## src/rtl/cpu_pkg.sv

```systemverilog
// cpu_pkg: shared CPU constants, opcode values and fetch state encoding
package cpu_pkg;
  localparam int INSTR_W = 16;
  localparam int ADDR_W = 16;
  localparam int OPC_MSB = 15;
  localparam int OPC_LSB = 12;
  localparam int JT_MSB = 11;
  localparam int JT_LSB = 0;
  localparam logic [3:0] OP_MOV = 4'h0;
  localparam logic [3:0] OP_ADD = 4'h1;
  localparam logic [3:0] OP_JMP = 4'h2;
  localparam logic [3:0] OP_HLT = 4'h3;
  localparam logic [3:0] OP_LD = 4'h4;
  typedef enum logic [1:0] {S_RUN, S_WAIT, S_HALTED} fetch_state_e;
  function automatic logic [3:0] opcode(input logic [INSTR_W-1:0] instr);
    return instr[OPC_MSB:OPC_LSB];
  endfunction
  function automatic logic [ADDR_W-1:0] jump_target(input logic [INSTR_W-1:0] instr);
    return ADDR_W'(instr[JT_MSB:JT_LSB]);
  endfunction
endpackage

```

## src/rtl/fetch_fifo.sv

```systemverilog
// fetch_fifo: queue of {pc, instr} words with occupancy count and simultaneous push/pop
module fetch_fifo #(
  parameter int DEPTH = 4,
  parameter int W = 32,
  localparam int AW = $clog2(DEPTH),
  localparam int CW = AW + 1
) (
  input  logic          clk,
  input  logic          rst_n,
  input  logic          push,
  input  logic          pop,
  input  logic [W-1:0]  wdata,
  output logic [W-1:0]  rdata,
  output logic [CW-1:0] count
);
  logic [W-1:0] mem [DEPTH];
  logic [AW-1:0] wr_ptr, rd_ptr;
  // storage needs no reset: the head is forced to zero while empty
  always_ff @(posedge clk)
    if (push) mem[wr_ptr] <= wdata;
  // pointers wrap naturally because DEPTH is a power of two
  always_ff @(posedge clk or negedge rst_n)
    if (!rst_n) begin
      wr_ptr <= '0;
      rd_ptr <= '0;
      count <= '0;
    end else begin
      if (push) wr_ptr <= wr_ptr + 1'b1;
      if (pop) rd_ptr <= rd_ptr + 1'b1;
      count <= count + CW'(push) - CW'(pop);
    end
  assign rdata = (count != '0) ? mem[rd_ptr] : '0;
endmodule

```

## src/rtl/fetch_unit.sv

```systemverilog
// fetch_unit: single-outstanding instruction fetch with jump/halt resolution and prefetch queue
module fetch_unit import cpu_pkg::*; #(
  parameter int DEPTH = 4,
  parameter logic [ADDR_W-1:0] RESET_PC = 16'h0000
) (
  input  logic               clk,
  input  logic               rst_n,
  output logic               imem_req,
  output logic [ADDR_W-1:0]  imem_addr,
  input  logic               imem_ack,
  input  logic [INSTR_W-1:0] imem_rdata,
  output logic               out_valid,
  input  logic               out_ready,
  output logic [INSTR_W-1:0] out_instr,
  output logic [ADDR_W-1:0]  out_pc,
  output logic               halted
);
  localparam int CW = $clog2(DEPTH) + 1;
  fetch_state_e state;
  logic [ADDR_W-1:0] fetch_pc, next_pc;
  logic [CW-1:0] count, count_next;
  logic ack, pop, room;
  logic [ADDR_W+INSTR_W-1:0] head;
  assign ack = (state == S_WAIT) && imem_ack;
  assign pop = out_valid && out_ready;
  assign count_next = count + CW'(ack) - CW'(pop);
  assign room = count_next < CW'(DEPTH);
  assign next_pc = (opcode(imem_rdata) == OP_JMP) ? jump_target(imem_rdata) : imem_addr + 16'd1;
  assign out_valid = count != '0;
  assign {out_pc, out_instr} = head;
  fetch_fifo #(.DEPTH(DEPTH), .W(ADDR_W + INSTR_W)) u_fifo (
    .clk(clk),
    .rst_n(rst_n),
    .push(ack),
    .pop(pop),
    .wdata({imem_addr, imem_rdata}),
    .rdata(head),
    .count(count)
  );
  // fetch FSM: issue only when the post-edge occupancy leaves a slot, re-issue on ack to sustain 1/cycle
  always_ff @(posedge clk or negedge rst_n)
    if (!rst_n) begin
      state <= S_RUN;
      imem_req <= 1'b0;
      imem_addr <= RESET_PC;
      fetch_pc <= RESET_PC;
      halted <= 1'b0;
    end else begin
      case (state)
        S_RUN:
          if (room) begin
            state <= S_WAIT;
            imem_req <= 1'b1;
            imem_addr <= fetch_pc;
          end
        S_WAIT:
          if (imem_ack) begin
            if (opcode(imem_rdata) == OP_HLT) begin
              state <= S_HALTED;
              imem_req <= 1'b0;
              halted <= 1'b1;
            end else begin
              fetch_pc <= next_pc;
              if (room) imem_addr <= next_pc;
              else begin
                state <= S_RUN;
                imem_req <= 1'b0;
              end
            end
          end
        default: ;
      endcase
    end
endmodule

```

## config.mk

```make
export PLATFORM = sky130hd
export DESIGN_NAME = fetch_unit
export DESIGN_NICKNAME = d
export VERILOG_FILES = /design/src/rtl/cpu_pkg.sv /design/src/rtl/fetch_fifo.sv /design/src/rtl/fetch_unit.sv
export SDC_FILE = /design/constraint.sdc
export NUM_CORES = 1
export LEC_CHECK = 0
export ABC_AREA = 1
export CORE_ASPECT_RATIO = 0.75
export CORE_UTILIZATION = 55
export DETAILED_ROUTE_END_ITERATION = 10
export HOLD_SLACK_MARGIN = 0.12
export PLACE_DENSITY = 0.81
export SYNTH_ARGS = -nofsm -noshare
export SYNTH_HDL_FRONTEND = slang
export SYNTH_SLANG_ARGS = --single-unit
```

## constraint.sdc

```tcl
create_clock -name clk -period 4.9 [get_ports clk]
set_input_delay 0.98 -clock clk [delete_from_list [all_inputs] [get_ports clk]]
set_output_delay 0.98 -clock clk [all_outputs]
set_load 0.02 [all_outputs]
```

# [Word-level counts from Yosys, hierarchy flattened]
# Memory sizes are Yosys's and may differ from the RTL's.
# Index checks and enable logic that the tools add are counted.
[totals] reg_bits=43 mem_count=1 ramBits=128 in_bits=20 word_cells=52
[memory_table] memory="u_fifo.mem" words=4 word_bits=32 read_ports=1 rd_ports_with_merged_regs=0 write_ports=1 line_no="fetch_fifo.sv:16" source="logic [W-1:0] mem [DEPTH];"
[classes] eq_ne=8 magnitude_cmp=1 bitwise_logic=1 n_mux=19 n_addsub=5 n_reduce_logical=9
[op_table] operator="two-way mux 16 bit" count=5
[op_table] operator="two-way mux 32 bit" count=1
[op_table] operator="one-hot mux 16 bit (2 select lines)" count=1
[op_table] operator="adder 16 x 1 -> 16 bit (second input constant)" count=1
[op_table] operator="equality test 4 x 2 -> 1 bit (second input constant)" count=2
[op_table] operator="two-way mux 2 bit" count=4
[op_table] operator="!= test 2 bit (second input constant)" count=4
[op_table] operator="two-way mux 1 bit" count=6
[op_table] operator="AND reduction 3 bit" count=2
[op_table] operator="AND reduction 5 bit" count=1
[op_table] operator="adder 2 x 1 -> 2 bit (second input constant)" count=2
[op_table] operator="one-hot mux 2 bit (2 select lines)" count=1
[op_table] operator="AND reduction 4 bit" count=1
[op_table] operator="adder 3 x 1 -> 3 bit" count=1
[op_table] operator="less-than comparator 3 bit (second input constant)" count=1
[op_table] operator="!= test 3 x 2 -> 1 bit (second input constant)" count=1
[op_table] operator="nonzero test 3 bit" count=1
[op_table] operator="subtractor 3 x 1 -> 3 bit" count=1
[op_table] operator="equality test 2 x 1 -> 1 bit (second input constant)" count=1
[op_table] operator="logical AND 1 bit" count=2
[op_table] operator="logical NOT 2 bit" count=1
[op_table] operator="one-hot mux 1 bit (2 select lines)" count=1
[op_table] operator="nonzero test 2 bit" count=1
[op_table] operator="inverter 1 bit" count=1

# [Logic depth before layout (Yosys ltp)]
# Gate-level depths: netlist of the first run.
[logic_depth] word_depth=9 mapped_depth=13 ltp_nobuf=13

# [Modules after synthesis]
# A second synthesis of the first run with hierarchy kept.
[hier_totals] hier_cells=870 hier_area_um2=8066.5
[by_module_without_submodules] mod="fetch_fifo" seq_area_each_um2=4018.9 area_each_um2=5819.3 instances=1 cells_each=546
[by_module_without_submodules] mod="fetch_unit" seq_area_each_um2=875.8 area_each_um2=2247.2 instances=1 cells_each=324

# [Worst setup path after synthesis of the first run]
# OpenSTA, ideal clock, no wires.
[synth_timing] kind="input -> register" from="in imem_ack" to="mem u_fifo.mem[0][0] (enable)" slack_ns=1.869 t_required_ns=4.479 stages=4 path_buffers=0 arrival_ns=2.610 setup_time_ns=0.421 cell_sequence="inv_2 > nor2_4 > inv_2 > nor2_1"
[synth_via] elab_chain_len=3
[synth_rtl] element="from (decl)" line_no="fetch_unit.sv:10" source="input logic imem_ack,"
[synth_rtl] element="logical AND 1 bit" line_no="fetch_unit.sv:24" source="assign ack = (state == S_WAIT) && imem_ack;"
[synth_rtl] element="two-way mux 1 bit" line_no="fetch_fifo.sv:20" source="if (push) mem[wr_ptr] <= wdata;"
[synth_rtl] element="two-way mux 1 bit (not written as such)" line_no="fetch_fifo.sv:20"
[synth_rtl] element="to (decl)" line_no="fetch_fifo.sv:16"
# No other way between the ends.

# [Final worst setup path of the first run]
[layout_timing] from="reg u_fifo.rd_ptr[0]" to="out out_pc[6]"
[layout_via] elab_chain_len=2
[layout_rtl] element="from (decl)" line_no="fetch_fifo.sv:17" source="logic [AW-1:0] wr_ptr, rd_ptr;"
[layout_rtl] element="from (signal assigned)" line_no="fetch_fifo.sv:29" source="if (pop) rd_ptr <= rd_ptr + 1'b1;"
[layout_rtl] element="memory read (4 x 32 bit)"
[layout_rtl] element="two-way mux 32 bit" line_no="fetch_fifo.sv:32" source="assign rdata = (count != '0) ? mem[rd_ptr] : '0;"
[layout_rtl] element="to (decl)" line_no="fetch_unit.sv:15" source="output logic [ADDR_W-1:0] out_pc,"
# No other way between the ends.

==> results of run 1 <==
-- logic make-up (layout without fill, tap and decap cells) --
| kind of cell | Yosys count | in the layout | share of synthesized area (%) |
|---|---|---|---|
| simple gates | 352 | 352 | 19.7 |
| flops | 170 | 170 | 65.5 |
| compound gates | 120 | 120 | 8.29 |
| buf+inv | 73 | 154 | 4.12 |
| fa+ha+maj | 8 | 8 | 1.44 |
| xor+xnor | 8 | 8 | 0.938 |
-- power breakdown --
group	total (W)	switching (W)	leakage (nW)	internal [W]
Clock	0.00127	0.000546	0.264	0.000726
Sequential	0.00220	0.000285	1.68	0.00192
Combinational	0.00274	0.00169	1.48	0.00106
-- cell usage in the layout (no fill, tap or decap), drive strengths merged, types with 2 or more instances in the layout --
cell / instances
o21bai: 2
clkdlybuf4s50: 69
dfrtp: 42
or2: 2
nand3: 37
clkbuf: 19
nand2: 128
inv: 43
nand4: 9
edfxtp: 128
xor2: 7
o21ai: 81
buf: 11
clkinv: 5
o21a: 3
nor2: 175
ha: 7
clkinvlp: 6
a21oi: 33
-- cell type report --
class	instances	area, sq um	share of cell area (%)
Inverter	42	158	1.77
Multi-Input combinational cell	488	2290	25.7
Clock buffer	19	453	5.09
Sequential cell	170	4900	55.0
Tap cell	171	214	2.41
Timing Repair Buffer	80	771	8.67
Clock inverter	13	116	1.31
-- synth_stat cells --
library cell and n:
buf_1 7, dfrtp_1 42, buf_4 2, xor2_1 7, o21a_1 3, xnor2_1 1, ha_1 7, nand3_1 37
nand4_4 1, or2_2 2, o21ai_0 74, o21ai_1 6, nand4_1 8, clkinv_1 2, nand2_2 2, nor2_4 4
o211ai_1 1, o21bai_1 2, inv_2 4, a21oi_1 33, nor3_2 1, nor2_2 9, nor2_1 162, clkbuf_1 11
o21ai_2 1, inv_1 36, buf_6 2, edfxtp_1 128, nand2_1 126, buf_2 9, fa_1 1
-- worst max-delay path by stage --
stage               slack (ps)  cells after the start               end             start
detailed placement        1270                      5         out_pc[6]  u_fifo.rd_ptr[0]
global route               660                      5        out_pc[11]  u_fifo.rd_ptr[0]
finish                     850                      5         out_pc[6]  u_fifo.rd_ptr[0]
CTS                        800                      5      out_instr[1]  u_fifo.rd_ptr[0]
floorplan                 1870                      4  u_fifo.mem[0][0]          imem_ack
global placement          1340                      5     out_instr[12]  u_fifo.rd_ptr[0]
-- per-layer routing --
layer | routed length, microns | vias to the layer above
met5 | 0 | -
met1 | 7460 | 2625
met2 | 7640 | 205
met4 | 165 | 0
met3 | 1060 | 19
li1 | - | 2605
-- worst register-to-register path, cell delays in order, from the launching register on --
cell,delay [ps]
dfrtp_1,420
inv_1,90
nor2_4,600
inv_2,170
nor2_4,190
ha_1,190
fa_1,220
xor2_1,80
nand2_1,160
nand4_4,390
nor2_2,240
nand2_1,90
nand2_1,50
-- sequential cells by signal, indices dropped and copies added, names as in the netlist --
signal,count
fetch_pc,16
halted,1
imem_addr,16
state,2
u_fifo.count,3
u_fifo.mem,128
u_fifo.rd_ptr,2
u_fifo.wr_ptr,2
-- metrics by stage --
stage	instance area [sq um]	hold WS [ps]
after global placement	8330	464
after detailed placement	8330	471
after CTS	8890	490
after global routing	8890	511
after floorplan	7470	447
final	8890	481
==> flow_summary_export.csv, run 1 <==
group,metric,value,unit
status,status,"finished clean",
timing,grt_setup_unrepaired,"false",
clock_tree,post_cts_buffers,0,
synthesis,synth_top_area_cell,"edfxtp_1",
synthesis,ys_seq_area_share,65.5,%
synthesis,synth_nets,759,
timing,fin_ws,847,ps
setup_path,cpPeakStageDelay,780,ps
floorplan,placementRows,36,
setup_path,crit_slowest_cell,"clkinv_1",
drt,wl,16300,microns
finish,synthToLayoutAreaGrowth,19.0,%
drt,detail_route.first_pass.iterations,4,
global_routing,top_usage_layer,"met2",
timing,worst_slew_pin_slew,1030,ps
setup_path,required,3920,ps
drt,drt-initial-drc-count,503,
clock_tree,cts-root-buf,"clkbuf_16",
drt,vias_per_cell,5.55,
hold_path,min_path_cells,2,
setup_path,crit_buf_inv,3,
synthesis,synth_top_area_share,51.4,%
placement,pre_cts_slack,1270,ps
timing,setup_viol,0,
floorplan,die_w,137,microns
clock_tree,clk_pin_slew,60,ps
global_routing,first_global_vias,5046,
pwr,power,0.00622,W
finish,final_util,67.9,%
synthesis,synth_cells,731,
timing,slew_viol_final,0,
timing,period_share,82.7,%
global_routing,grt.total_usage,25.3,%
synthesis,synthesis.area,0.00747,sq mm
synthesis,synth.ff_latch_count,170,
synthesis,syn_avg_cell_area,10.2,sq um
synthesis,ys_types,31,
drt,num_vias,5454,
timing,skew,7.46,ps
synthesis,synth.area.top_cells,"edfxtp_1 51%, dfrtp_1 14%, nor2_1 8.1%",
clock_tree,cts_buffer_depth,2,
hold_path,hold_class,"flop to flop",
floorplan,ios,71,
clock_tree,htree_levels,4,
placement,io_buffers,70,
global_routing,grt_start_max_net_pins,67,
clock_tree,cts-buffers-inserted,17,
global_routing,use_met1,35.1,%
timing,fin_crit,4050,ps
clock_tree,cts_sinks,170,
global_routing,use_met3,6.19,%
timing,relSlewSlack,30.7,%
global_routing,grt_pass1_wl,26000,microns
setup_path,crit_family,"buffers and inverters",
finish,diodes,0,
setup_path,r2r_end,"imem_addr[12]",
pwr,power.leakage,3.43,nW
hold_path,holdPathEnd,"fetch_pc[0]",
setup_path,crit_chain,"clkinv_1 > buf_4 > o21ai_0 > a21oi_1 > clkdlybuf4s50_1",
floorplan,core,0.0131,sq mm
synthesis,yosysWarnings,0,
pwr,power_density,699,mW/mm^2
floorplan,initial_core_util,57.0,%
setup_path,reg2reg_from,"state[0]",
floorplan,dieArea,0.0141,sq mm
finish,final_cells,983,
setup_path,crit_path_start_kind,"flop",
timing,hold_viol_final,0,
setup_path,reg2reg_slack,1950,ps
setup_path,crit_fanout,44,
run,max_cap_viol_count,0,
placement,gp_congestion,0.823,
pwr,max-vdd-ir-drop,0.465,mV
drt,wl_per_cell,16.6,microns
setup_path,cp-end-kind,"output port",
global_routing,grt_use_met2,39.6,%
global_routing,gr-total-overflow,0,
drt,drc_errors,0,
timing,fmax,0.247,GHz
clock_tree,cts_tree,"yes",
clock_tree,holdBufCountCts,0,
setup_path,r2r.worst_path.cells,12,
setup_path,arrival,3070,ps
finish,n_fill_cell,912,
placement,dp_cells,951,
timing,tns,0,ps
setup_path,worstSetupPathType,"flop to output port",
finish,drive_gt1_share,8.87,%
hold_path,hold_start,"fetch_pc[0]",
finish,nNetsFinal,827,
drt,ant_nets,0,
clock_tree,cts_resized,0,
floorplan,die_h,103,microns
placement,place_hpwl,10200,microns
global_routing,antenna_found_initial,0,
clock_tree,clk_latency,430,ps
No activity file was read; power rests on OpenSTA's default activity.
==> run 2: changes to the inputs <==
==> constraint.sdc (replaced) <==
create_clock -name clk -period 3.75 [get_ports clk]
set_input_delay 0.75 -clock clk [delete_from_list [all_inputs] [get_ports clk]]
set_output_delay 0.75 -clock clk [all_outputs]
set_load 0.02 [all_outputs]
==> run 2 against run 1 <==
Compared with the run above:
- sequential power increased by 31%
- clock skew decreased by 1.3 ps
- global-route usage increased by 1.2 points
- worst setup slack got worse by 530 ps
- largest power group unchanged
- via count increased by 2.1%
- sequential share of layout area decreased by 0.41 points
==> flow_summary_export.csv, run 2 (synthesis gave the netlist of run 1 again) <==
group,metric,value,unit
status,status,"finished clean",
clock_tree,cts_buffer_depth,2,
global_routing,grt.total_usage,26.5,%
setup_path,crit_family,"buffers and inverters",
finish,synthToLayoutAreaGrowth,19.9,%
pwr,power.leakage,3.47,nW
timing,fmax,0.291,GHz
setup_path,required,3000,ps
drt,wl,17100,microns
clock_tree,cts-root-buf,"clkbuf_16",
timing,slew_viol_final,0,
setup_path,crit_chain,"buf_4 > nor2_1 > nor2_1 > o21ai_0 > a21oi_1 > clkdlybuf4s50_1",
placement,io_buffers,70,
floorplan,die_h,103,microns
pwr,internal_power,0.00503,W
setup_path,crit_slowest_cell,"clkdlybuf4s50_1",
setup_path,r2r.worst_path.cells,12,
floorplan,die_w,137,microns
drt,drc_errors,0,
drt,vias_per_cell,5.66,
timing,fin_ws,316,ps
finish,diodes,0,
pwr,p_switching,0.00333,W
setup_path,arrival,2680,ps
setup_path,worstSetupPathType,"flop to output port",
finish,drive_gt1_share,8.61,%
finish,most-common-layout-cells,"158 x nor2_1, 128 x edfxtp_1, 126 x nand2_1, 74 x o21ai_0, 69 x clkdlybuf4s50_1",
setup_path,crit_start,"u_fifo.rd_ptr[0]",
drt,wl_per_cell,17.4,microns
setup_path,reg2reg_from,"u_fifo.count[1]",
setup_path,crit_fanout,66,
floorplan,dieArea,0.0141,sq mm
timing,period_share,91.6,%
clock_tree,clk_pin_slew,60,ps
clock_tree,cts_sinks,170,
pwr,power_density,933,mW/mm^2
global_routing,gr-total-overflow,0,
setup_path,cp-end-kind,"output port",
drt,drt-initial-drc-count,566,
drt,num_vias,5567,
timing,setup_viol,0,
run,max_cap_viol_count,0,
clock_tree,cts-buffers-inserted,17,
global_routing,antenna_found_initial,0,
pwr,max-vdd-ir-drop,0.632,mV
clock_tree,cts_tree,"yes",
floorplan,initial_core_util,57.0,%
setup_path,crit_path_start_kind,"flop",
timing,relSlewSlack,37.6,%
clock_tree,post_cts_buffers,0,
clock_tree,clk_latency,430,ps
floorplan,placementRows,36,
pwr,p_seq_share,34.5,%
drt,detail_route.first_pass.iterations,5,
timing,skew,6.13,ps
timing,worst_slew_pin_slew,936,ps
drt,ant_nets,0,
timing,tns,0,ps
finish,largestRegisters,"u_fifo.mem x128, fetch_pc x16, imem_addr x16",
clock_tree,htree_levels,4,
floorplan,ios,71,
pwr,comb_power_share,43.6,%
setup_path,cpPeakStageDelay,660,ps
timing,grt_setup_unrepaired,"false",
timing,hold_viol_final,0,
setup_path,crit_buf_inv,2,
finish,fin_area,0.00896,sq mm
setup_path,r2r_end,"imem_addr[7]",
placement,placed_cell_area,0.00833,sq mm
placement,place_hpwl,10400,microns
finish,largest-register,"u_fifo.mem",
pwr,swShare,39.8,%
placement,gp_congestion,0.868,
global_routing,first_global_vias,5499,
placement,pre_cts_slack,315,ps
hold_path,hold_class,"input pin to async pin",
timing,fin_crit,3430,ps
pwr,clock_power_share,21.9,%
floorplan,core,0.0131,sq mm
finish,largest_reg_flops,128,
setup_path,reg2reg_slack,940,ps
global_routing,grt_start_max_net_pins,67,
finish,nNetsFinal,828,
global_routing,grt_pass1_wl,27200,microns
finish,layout_commonest_cell,"nor2_1",
setup_path,crit_top_cell,"nor2_1",
run 2: changes by cell type in the layout (fill, tap and decap cells not counted), sizes merged:
cell,before,now
clkbuf,19,24
clkinvlp,6,1
bufinv,1,3
clkinv,5,3
buf,11,12
run 2: layout make-up:
class,count,area (sq um)
Timing Repair Buffer,81,778
Inverter,42,161
Tap cell,171,214
Sequential cell,170,4900
Fill cell,897,4150
Clock buffer,24,493
Clock inverter,8,131
Multi-Input combinational cell,488,2290
run 2: how the worst max path moves through the flow:
stage / to / slack [ps] / depth (start not counted)
final: out_instr[1] / 320 / 6
after global routing: out_instr[1] / 140 / 6
after CTS: out_pc[5] / 60 / 5
after detailed placement: imem_addr[7] / 310 / 13
after global placement: imem_addr[9] / 510 / 13
after floorplan: u_fifo.mem[0][0] / 950 / 4
run 2: worst reg2reg max path: stages, from the launching register on:
cell	delay (ps)
dfrtp_1	420
nor3_4	190
nor2_1	100
ha_1	280
inv_1	40
ha_1	190
fa_1	430
xor2_1	160
nand2_1	160
nand4_4	390
nor2_1	260
nand2_1	70
nand2_1	60
run 2: what timing repair did:
item | in CTS | in global routing
gates resized for setup | 0 | 1
hold buffers | 0 | 0
setup endpoints to repair | 0 | 17
hold endpoints to repair | 0 | 0
run 2: per-layer routing:
metal | track usage (%) | vias to the layer above | wire length [microns]
met5 | 0 | - | 0
met2 | 41.8 | 272 | 7860
met3 | 6.83 | 44 | 1330
met1 | 34.5 | 2654 | 7400
met4 | 13.0 | 0 | 528
li1 | - | 2597 | -
run 2: power by group through the flow:
stage                     Sequential, W  Combinational [W]  Clock (W)
after global placement          0.00287            0.00348          0
final                           0.00288            0.00364    0.00183
after detailed placement        0.00291            0.00360          0
after global routing            0.00293            0.00403    0.00191
after floorplan                 0.00289            0.00221          0
after CTS                       0.00287            0.00364    0.00185
run 2: per-stage QoR:
stage	hold slack, ps	cells	utilization, %	power (W)
floorplan	447	731	-	0.00510
global placement	463	952	63.6	0.00636
global route	516	984	68.4	0.00888
detailed placement	466	952	63.6	0.00651
finish	466	984	68.4	0.00836
CTS	483	984	68.3	0.00836
==> run 3: changes to the inputs <==
--- a/config.mk
+++ b/config.mk
@@ -7,6 +7,7 @@
 export LEC_CHECK = 0
 export ABC_AREA = 1
 export CORE_ASPECT_RATIO = 0.75
+export CORE_MARGIN = 5
 export CORE_UTILIZATION = 55
 export DETAILED_ROUTE_END_ITERATION = 10
 export HOLD_SLACK_MARGIN = 0.12
==> run 3 against run 2 <==
Compared with the run above:
- count of clock-buffer cells in the layout decreased by 1
- hold slack better by 15 ps
- global-route usage fell by 4.0 points
- non-clock buffer count is 4 higher
- highest routed layer unchanged
==> flow_summary_export.csv, run 3 (synthesis gave the netlist of run 1 again) <==
group,metric,value,unit
drt,num_vias,5433,
floorplan,core,0.0132,sq mm
timing,hold_viol_final,0,
global_routing,grt.total_usage,22.5,%
clock_tree,post_cts_buffers,0,
drt,ant_nets,0,
pwr,p_seq_share,35.3,%
clock_tree,clk_pin_slew,60,ps
pwr,power_density,914,mW/mm^2
clock_tree,cts-root-buf,"clkbuf_16",
timing,skew,4.50,ps
floorplan,die_w,145,microns
global_routing,first_global_vias,5493,
drt,wl,17100,microns
floorplan,initial_core_util,56.8,%
drt,drc_errors,0,
setup_path,arrival,2690,ps
pwr,swShare,40.6,%
setup_path,cp-end-kind,"output port",
timing,tns,0,ps
clock_tree,cts_tree,"yes",
timing,worst_slew_pin_slew,974,ps
global_routing,antenna_found_initial,0,
setup_path,cpPeakStageDelay,640,ps
drt,detail_route.first_pass.iterations,4,
drt,vias_per_cell,5.50,
drt,drt-initial-drc-count,447,
timing,fin_crit,3440,ps
clock_tree,cts_sinks,170,
hold_path,hold_class,"flop to flop",
pwr,clock_power_share,20.0,%
setup_path,crit_family,"buffers and inverters",
global_routing,grt_pass1_wl,28000,microns
pwr,comb_power_share,44.8,%
setup_path,crit_start,"u_fifo.rd_ptr[0]",
finish,n_fill_cell,912,
finish,nNetsFinal,832,
floorplan,dieArea,0.0160,sq mm
finish,layout_commonest_cell,"nor2_1",
finish,synthToLayoutAreaGrowth,19.5,%
drt,wl_per_cell,17.3,microns
floorplan,ios,71,
pwr,max-vdd-ir-drop,0.537,mV
finish,largestRegisters,"u_fifo.mem x128, fetch_pc x16, imem_addr x16",
finish,diodes,0,
pwr,power.leakage,3.46,nW
finish,most-common-layout-cells,"158 x nor2_1, 128 x edfxtp_1, 126 x nand2_1, 74 x o21ai_0, 69 x clkdlybuf4s50_1",
timing,period_share,91.7,%
pwr,internal_power,0.00485,W
setup_path,crit_chain,"buf_4 > nor2_1 > nor2_1 > o21ai_0 > a21oi_1 > clkdlybuf4s50_1",
timing,setup_viol,0,
clock_tree,cts_buffer_depth,2,
setup_path,crit_fanout,66,
setup_path,crit_path_start_kind,"flop",
finish,largest_reg_flops,128,
global_routing,gr-total-overflow,0,
setup_path,reg2reg_from,"u_fifo.count[1]",
clock_tree,cts-buffers-inserted,17,
setup_path,worstSetupPathType,"flop to output port",
hold_path,hold_start,"fetch_pc[5]",
finish,drive_gt1_share,9.06,%
setup_path,required,3000,ps
placement,dp_cells,956,
setup_path,crit_slowest_cell,"clkdlybuf4s50_1",
timing,fmax,0.291,GHz
status,status,"finished clean",
setup_path,crit_buf_inv,2,
placement,io_buffers,70,
clock_tree,clk_latency,430,ps
floorplan,placementRows,36,
finish,final_cells,988,
finish,largest-register,"u_fifo.mem",
global_routing,grt_start_max_net_pins,67,
timing,relSlewSlack,35.1,%
placement,gp_congestion,0.887,
clock_tree,htree_levels,4,
setup_path,crit_top_cell,"nor2_1",
run,max_cap_viol_count,0,
floorplan,die_h,111,microns
placement,place_hpwl,11000,microns
timing,grt_setup_unrepaired,"false",
pwr,p_switching,0.00331,W
timing,slew_viol_final,0,
## run 3: cell types whose count changed in the layout (fill, tap and decap cells not counted), moves of 2 or more
cell / delta
buf_4: +4
bufinv_16: -3
clkinv_2: +3
clkinvlp_4: +2
inv_4: -2
inv_6: +2
## run 3: metrics by stage
stage / total power [W] / worst slack (ps) / utilization [%] / instance area [sq um] / hold WS, ps
5_1_grt: 0.00870 / 146 / 67.9 / 8930 / 499
6_report: 0.00816 / 310 / 67.9 / 8930 / 480
3_3_place_gp: 0.00637 / 503 / 63.6 / 8360 / 462
2_1_floorplan: 0.00510 / 949 / - / 7470 / 447
4_1_cts: 0.00819 / 186 / 67.8 / 8920 / 482
3_5_place_dp: 0.00654 / 346 / 63.6 / 8360 / 469
## run 3: layout make-up
class                           count  area (sq um)  share of cell area, %
Clock inverter                      9          60.1                  0.673
Inverter                           42           161                   1.81
Clock buffer                       23           500                   5.61
Tap cell                          171           214                   2.40
Multi-Input combinational cell    488          2290                   25.6
Sequential cell                   170          4900                   54.8
Timing Repair Buffer               85           808                   9.05
## run 3: final timing paths
kind / slack [ps] / cells past startpoint / end
min in group asynchronous: 490 / 1 / fetch_pc[14]
worst max-delay path: 310 / 6 / out_pc[0]
worst min register to register: 480 / 2 / fetch_pc[5]
max in group asynchronous: 2600 / 1 / u_fifo.rd_ptr[0]
worst min-delay path: 480 / 2 / fetch_pc[5]
worst max register to register: 880 / 12 / imem_addr[15]
## run 3: per-layer routing
| metal | track usage (%) | share of wire [%] |
|---|---|---|
| met1 | 30.5 | 43 |
| met2 | 35.4 | 48 |
| met3 | 4.74 | 6.8 |
| met4 | 9.45 | 2.6 |
| met5 | 0 | 0 |
## run 3: power groups by stage
stage / Combinational, W / Sequential, W / Clock, W
floorplan: 0.00221 / 0.00289 / 0
global placement: 0.00350 / 0.00287 / 0
detailed placement: 0.00364 / 0.00290 / 0
CTS: 0.00367 / 0.00287 / 0.00165
global route: 0.00404 / 0.00293 / 0.00173
finish: 0.00365 / 0.00288 / 0.00163
## run 3: tightest hold or removal path, cell delays in order (launching register included)
cell and delay, ps:
dfrtp_1 340, nand2_1 50, nand2_1 50
## run 3: timing repair
item	4_1_cts	5_1_grt
hold endpoints to repair	0	0
setup endpoints to repair	0	1
hold buffers	0	0
resized for setup	0	1
